## config.mk

```make
export PLATFORM = sky130hd
export DESIGN_NAME = tnn_frame_seq
export DESIGN_NICKNAME = d
export VERILOG_FILES = /design/src/rtl/tnn_frame_seq.sv
export SDC_FILE = /design/constraint.sdc
export NUM_CORES = 1
export LEC_CHECK = 0
export CORE_ASPECT_RATIO = 1.1
export CORE_UTILIZATION = 51
export DETAILED_ROUTE_END_ITERATION = 6
export GPL_TIMING_DRIVEN = 0
export PLACE_DENSITY = 0.82
export SLEW_MARGIN = 20
export SYNTH_ARGS = -nofsm -noshare
export SYNTH_HDL_FRONTEND = slang
export SYNTH_SLANG_ARGS = --single-unit
```

## constraint.sdc

```tcl
create_clock -name clk -period 2.4 [get_ports clk]
set_input_delay 0.48 -clock clk [delete_from_list [all_inputs] [get_ports clk]]
set_output_delay 0.48 -clock clk [all_outputs]
set_load 0.02 [all_outputs]
```

## src/rtl/tnn_frame_seq.sv

```systemverilog
// Frame sequencer for an external ternary-feature classifier: collects up to seven
// 2-bit feature beats, holds them for the core, samples its decision and keeps result statistics.
module tnn_frame_seq #(
   parameter int unsigned CORE_LAT = 1
) (
   input  logic        clk,
   input  logic        rst,
   input  logic        in_valid,
   output logic        in_ready,
   input  logic [1:0]  in_feat,
   input  logic        in_last,
   output logic [1:0]  core_a,
   output logic [1:0]  core_b,
   output logic [1:0]  core_c,
   output logic [1:0]  core_d,
   output logic [1:0]  core_e,
   output logic [1:0]  core_f,
   output logic [1:0]  core_g,
   input  logic        core_out,
   output logic        out_valid,
   input  logic        out_ready,
   output logic        out_class,
   output logic        out_err,
   input  logic        cnt_clr,
   output logic [15:0] cnt_total,
   output logic [15:0] cnt_pos
);

   // state     | meaning
   // S_COLLECT | accepting feature beats into slots 0..6
   // S_EVAL    | slots frozen, waiting CORE_LAT cycles for the core to settle
   // S_HOLD    | result registered, waiting for the consumer
   typedef enum logic [1:0] {
      S_COLLECT = 2'd0,
      S_EVAL    = 2'd1,
      S_HOLD    = 2'd2
   } state_t;

   localparam logic [3:0] LAT_LOAD = 4'(CORE_LAT - 1);

   state_t      state_q;
   logic [2:0]  idx_q;
   logic [1:0]  slot_q [7];
   logic [3:0]  lat_cnt_q;
   logic        err_q;
   logic [15:0] tot_q;
   logic [15:0] pos_q;
   logic        accept;
   logic        consume;

   assign accept  = in_valid & in_ready;
   assign consume = out_valid & out_ready;

   always_ff @(posedge clk) begin
      if (rst) begin
         state_q   <= S_COLLECT;
         idx_q     <= 3'd0;
         for (int i = 0; i < 7; i++) slot_q[i] <= 2'd0;
         lat_cnt_q <= 4'd0;
         err_q     <= 1'b0;
         in_ready  <= 1'b1;
         out_valid <= 1'b0;
         out_class <= 1'b0;
         out_err   <= 1'b0;
      end else begin
         case (state_q)
            S_COLLECT: begin
               if (accept) begin
                  for (int i = 0; i < 7; i++) begin
                     if (idx_q == 3'(i)) slot_q[i] <= in_feat;
                  end
                  if (in_last || idx_q == 3'd6) begin
                     state_q   <= S_EVAL;
                     idx_q     <= 3'd0;
                     in_ready  <= 1'b0;
                     lat_cnt_q <= LAT_LOAD;
                     // only a last beat landing exactly in slot 6 is a well-formed frame
                     err_q     <= !(in_last && idx_q == 3'd6);
                  end else begin
                     idx_q <= idx_q + 3'd1;
                  end
               end
            end
            S_EVAL: begin
               if (lat_cnt_q == 4'd0) begin
                  out_class <= core_out;
                  out_err   <= err_q;
                  out_valid <= 1'b1;
                  state_q   <= S_HOLD;
               end else begin
                  lat_cnt_q <= lat_cnt_q - 4'd1;
               end
            end
            S_HOLD: begin
               if (out_ready) begin
                  state_q   <= S_COLLECT;
                  out_valid <= 1'b0;
                  in_ready  <= 1'b1;
                  err_q     <= 1'b0;
                  for (int i = 0; i < 7; i++) slot_q[i] <= 2'd0;
               end
            end
            default: state_q <= S_COLLECT;
         endcase
      end
   end

   // clear dominates any increment landing on the same edge
   always_ff @(posedge clk) begin
      if (rst || cnt_clr) begin
         tot_q <= 16'd0;
         pos_q <= 16'd0;
      end else if (consume) begin
         if (tot_q != 16'hFFFF) tot_q <= tot_q + 16'd1;
         if (!out_err && out_class && pos_q != 16'hFFFF) pos_q <= pos_q + 16'd1;
      end
   end

   assign core_a    = slot_q[0];
   assign core_b    = slot_q[1];
   assign core_c    = slot_q[2];
   assign core_d    = slot_q[3];
   assign core_e    = slot_q[4];
   assign core_f    = slot_q[5];
   assign core_g    = slot_q[6];
   assign cnt_total = tot_q;
   assign cnt_pos   = pos_q;

endmodule

```

### Word-level counts from Yosys, hierarchy flattened

Memories as Yosys holds them, arrays and structs flattened.
Cells that the tools add are included.
Widths: inputs -> output; s select.

* bits in registers: 46
* bits in latches: 0
* RAM bits: 14
* ROM bits: 0
* bits of input ports: 9
* output and inout bits: 50
* logic and storage cells: 142
* memories: 1

* add/sub/neg operators: 4
* multipliers: 0
* div/mod/pow operators: 0
* $lt $le $gt $ge: 0
* equality and inequality tests: 15
* shifts and indexed selects: 0
* muxes and demuxes: 75
* bitwise gates (word level): 16
* reduce and logical (&&, ||, !) cells: 21

Memories
* slot_q: words 7, width 2, read ports 7, clocked after memory_dff 0, wr ports 7, RTL line 43 `logic [1:0] slot_q [7];`

Operator list (count)
* $mux 1: 48
* $mux 2: 18
* $add 16x1->16 const B: 2
* $ne 16x16->1 const B: 2
* $or 1x1->1: 14
* $mux 4: 3
* $reduce_and 4->1: 3
* $ne 2x2->1 const B: 5
* $eq 3x3->1 const B: 3
* $pmux 4 s2: 1
* $reduce_and 2->1: 4
* $eq 3x2->1 const B: 2
* $pmux 1 s2: 3
* $pmux 2 s3: 1
* $reduce_bool 2->1: 3
* $logic_not 4->1: 1
* $sub 4x1->4 const B: 1
* $add 3x1->3 const B: 1
* $eq 3x1->1 const B: 1
* $logic_and 1x1->1: 3
* $logic_not 3->1: 1
* $mux 3: 1
* $reduce_and 3->1: 1
* $and 1x1->1: 2
* 5 further kinds: 7

### Logic depth before layout (Yosys ltp)

Gate-level depths: netlist of the first run.

* depth in word-level cells: 8
* gate-level depth with buffers: 6
* depth with buffers taken out: 6

### Worst setup path after synthesis of the first run

Ideal clock, no wire load.

* path type: register to register
* start point: register tot_q[0], in the netlist cnt_total[0]
* end point: register tot_q[14], in the netlist cnt_total[14]
* setup time: 0.070 ns
* data arrival time: 1.861 ns
* data required time: 2.330 ns
* setup slack: 0.469 ns
* stages on the path, launching flop included: 7
* clock period less this slack: 1.931 ns
* path through: dfxtp_1 ha_1 nand4_2 or3_1 clkbuf_2 or4_1 a21oi_1

* longest elaborated chain between the ends: 2
* elaborated cells between the ends (all ways): 3
* those cells by class: 1 x add/sub; 1 x eq/ne; 1 x reduce/logical

Ends and longest elaborated chain
* from (decl): RTL line 46 `logic [15:0] tot_q;`
* from (signal assigned): RTL line 114 `if (tot_q != 16'hFFFF) tot_q <= tot_q + 16'd1;`
* branches (longest 2 deep; another with $add 16x1->16)

Several ways; the timed one is not identified.
A chain may end at the register's enable or synchronous reset.

### Worst setup path in the final report of the first run

* start point: input port out_ready
* end point: register tot_q[14], in the netlist cnt_total[14]

* longest elaborated chain between the ends: 2

Ends and longest elaborated chain
* from (decl): RTL line 21 `input logic out_ready,`
* $and 1x1->1: RTL line 52 `assign consume = out_valid & out_ready;`
* $reduce_and 2->1 (no source line)

Every way passes these cells.

==> run summary, run 1 <==
=================================================================================================
Slew Limit Fails                                                                                0
Leakage power total                                                                       1.29 nW
TritonCTS buffer count                                                                          9
Post-Syn Instances                                                                            334
Worst setup SP type                                                                  primary input
Crit-path max cell delay                                                                  0.62 ns
Synth Area per Inst                                                                      8.87 um2
Pin count of the biggest net entering global routing                                           11
Number of remaining DRC errors                                                                  0
Period minus WS final                                                                     2.12 ns
Die H                                                                                     82.0 um
Clock Skew                                                                             0.00729 ns
Number of warning messages in the yosys log                                                     0
Cells after DPL                                                                               466
Routed vias                                                                                 2,833
Result of the run                                                                    finished, final reports clean
Die Footprint                                                                         0.00612 mm2
Setup Slack @ Placement                                                                -0.0533 ns
Count of TritonRoute iterations in the first routing pass                                       4
Type of the most critical hold path                                                  flop to flop
Number of violations of the max-capacitance limit                                               0
Peak supply drop                                                                       0.000574 V
Share of synthesized registers carrying an async set or reset                                  0%
Util after Layout                                                                           70.1%
Total congestion overflow after global routing                                                  0
Synthesized Nets                                                                              351
Cell type contributing the most total cell area after synthesis                      sky130_fd_sc_hd__dfxtp_1
Number of clock sinks seen by CTS                                                              60
Unrepaired setup endpoints after global routing                                             false
Critical Path, Cell by Cell                                                          clkdlybuf4s50_1 -> nand4_2 -> or3_1 -> clkbuf_2 -> or4_1 -> a21oi_1
Post-layout instance count excluding filler cells                                             482
Final setup violation count                                                                     0
Core Area                                                                             0.00550 mm2
H-tree lvl count                                                                                3
Synth Flop Type                                                                      sky130_fd_sc_hd__dfxtp_1
Gpl congestion                                                                              0.847
Die width                                                                                 74.7 um
Top Ports                                                                                      59
Gr usage total                                                                              25.6%
Initial antenna violation count                                                                 0
Required arrival time at the worst endpoint                                               2.68 ns
Type of the worst setup path                                                         primary input to flop
Wire length of the first global-routing pass                                            12,000 um
Crit end category                                                                            flop
Slew at the pin with the worst max-slew slack                                            0.790 ns
Count of endpoints failing hold in the final timing report                                      0
CTS tree                                                                                      yes
Register area share after synthesis                                                         43.2%
Slowest cell on the critical path                                                    sky130_fd_sc_hd__clkdlybuf4s50_1
Count of hold-fix buffers inserted at cts                                                       0
Share of post-route cells with drive strength above 1                                       6.14%
Final critical-path share of the clock period                                               88.3%
Clock-pin transition on the worst setup and hold timing paths                             0.07 ns
Detail-routed net length per standard cell                                                14.8 um
Number of global-route vias before repair                                                   2,744
Antenna Cells                                                                                   0
Post-route worst setup slack                                                             0.281 ns
Clock latency reported for the late side of the worst-skew pair                           0.34 ns
Area added between synthesis and finish                                                     30.1%
Depth of the most critical reg-to-reg path                                                      6
Site Rows                                                                                      28
First DRT Iteration DRCs                                                                      171
Number of distinct library cell variants in the gate-level netlist after synthesis             47
Number of enable flip-flop cells after synthesis                                                8
Synthesized flop and latch total                                                               60
Max-Slew Margin vs Limit                                                                    46.9%
Post-Route WL                                                                             7140 um
CP Max Fanout                                                                                   7
Post-CTS Setup Repair Bufs                                                                      0
Largest buffer count on any clock path                                                          2
DPL Wire Length                                                                           5170 um
Fmax                                                                                    0.472 GHz
Post-synth top area share                                                                   35.1%
Number of nets at the end of the flow                                                         419
Number of buffers inserted by port buffering                                                   57
Number of fill cells                                                                          456
Synth area leaders                                                                   sky130_fd_sc_hd__dfxtp_1 35%, sky130_fd_sc_hd__edfxtp_1 8.1%, sky130_fd_sc_hd__mux2i_1 5.4%, sky130_fd_sc_hd__a21oi_1 5.1%, sky130_fd_sc_hd__nand2_1 3.5%
Data arrival time of the critical path                                                    2.39 ns
Combined area of all synthesized cells                                                0.00296 mm2
PwrDens                                                                                603 mW/mm2
Detailed-route vias per instance                                                             5.88
Number of gates given a new drive strength after cts                                            0
Hold Crit Depth                                                                                 2
Number of nets with antenna violations after detailed routing                                   0
Starting density of the core                                                                53.9%
Master cell of the clock root buffer                                                 sky130_fd_sc_hd__clkbuf_8
=================================================================================================
worst paths after layout:
kind,from,end,slack [ns]
setup / recovery,out_ready,cnt_total[14],0.28
hold / removal,cnt_total[15],cnt_total[15],0.49
setup reg to reg,cnt_total[0],cnt_total[14],0.41
hold reg to reg,cnt_total[15],cnt_total[15],0.49
metrics by stage:
stage / hold WS, ns / setup TNS (ns) / power [mW] / instance area (um2)
2_1_floorplan: 0.452 / 0 / 1.20 / 2960
3_5_place_dp: 0.484 / -0.0978 / 1.27 / 3630
6_report: 0.488 / 0 / 2.33 / 3860
4_1_cts: 0.493 / 0 / 2.33 / 3860
5_1_grt: 0.523 / 0 / 2.41 / 3860
3_3_place_gp: 0.468 / -0.0351 / 1.27 / 3630
layer usage:
layer	wire (um)	track usage [%]
met4	106	12.6
met5	0	0
met2	3600	43.3
met1	3120	30.3
met3	313	5.77
critical path, delay by kind of cell:
family,cells,cell delay (ns)
buffers and inverters,2,0.78
AO/OA/AOI/OAI,1,0.14
AND/OR/NAND/NOR,3,0.99
registers in the layout, indices dropped and copies added, names as in the netlist:
| signal | cells |
|---|---|
| cnt_pos | 16 |
| out_err | 1 |
| state_q | 2 |
| in_ready | 1 |
| slot_q | 14 |
| cnt_total | 16 |
| idx_q | 3 |
| lat_cnt_q | 4 |
| out_valid | 1 |
| out_class | 1 |
| err_q | 1 |
final cells by class:
class	instances	area, um2	share of cell area, %
repair buffers	57	571	14.8
plain buffers	14	56.3	1.46
inverters	11	41.3	1.07
multi-input cells	249	1590	41.1
well taps	75	93.8	2.43
flip-flops and latches	60	1280	33.2
clock inverters	7	105	2.72
clock buffers	9	124	3.21
power breakdown:
part	total [mW]	internal (mW)	switching, mW	leakage (nW)
registers	1.06	1.04	0.0181	0.503
logic	0.192	0.0826	0.109	0.673
clock network	1.07	0.675	0.397	0.113
total	2.33	1.80	0.524	1.29
cells in the final DEF (no fill, tap or decap), types with 12 or more instances in the layout:
cell / n
sky130_fd_sc_hd__mux2i_1: 16
sky130_fd_sc_hd__or4_1: 12
sky130_fd_sc_hd__nor2_1: 22
sky130_fd_sc_hd__nor3_1: 14
sky130_fd_sc_hd__or3_1: 13
sky130_fd_sc_hd__nand2_1: 28
sky130_fd_sc_hd__dfxtp_1: 52
sky130_fd_sc_hd__nand3_1: 12
sky130_fd_sc_hd__a21oi_1: 30
sky130_fd_sc_hd__clkdlybuf4s50_1: 57
logic make-up (layout without fill, tap and decap cells):
group	after synthesis	in the layout	share of synthesized area, %
muxes	16	16	5.40
AOI/OAI and AO/OA	70	70	14.8
adders and majority gates	8	8	3.38
buffers and inverters	25	98	3.29
DFF	60	60	43.2
and+or+nand+nor	155	155	29.9
Yosys cell counts (9+ instances only):
cell                       number
sky130_fd_sc_hd__nand2_1       28
sky130_fd_sc_hd__clkbuf_1      11
sky130_fd_sc_hd__nand4_1       11
sky130_fd_sc_hd__o31ai_1       11
sky130_fd_sc_hd__nand3_1       12
sky130_fd_sc_hd__nor3_1        14
sky130_fd_sc_hd__or3_1         13
sky130_fd_sc_hd__inv_1         11
sky130_fd_sc_hd__mux2i_1       16
sky130_fd_sc_hd__nor2_1        22
sky130_fd_sc_hd__a21oi_1       30
sky130_fd_sc_hd__o21ai_0        9
sky130_fd_sc_hd__dfxtp_1       52
sky130_fd_sc_hd__or4_1         12
No activity file was read; power rests on OpenSTA's default activity.
==> run 2, diff against run 1 <==
- CAP_MARGIN: not set -> 20
- GPL_ROUTABILITY_DRIVEN: not set -> 0
==> results of run 2 <==
Same layout as run 1: the final DEF is identical, and so are final timing and power.
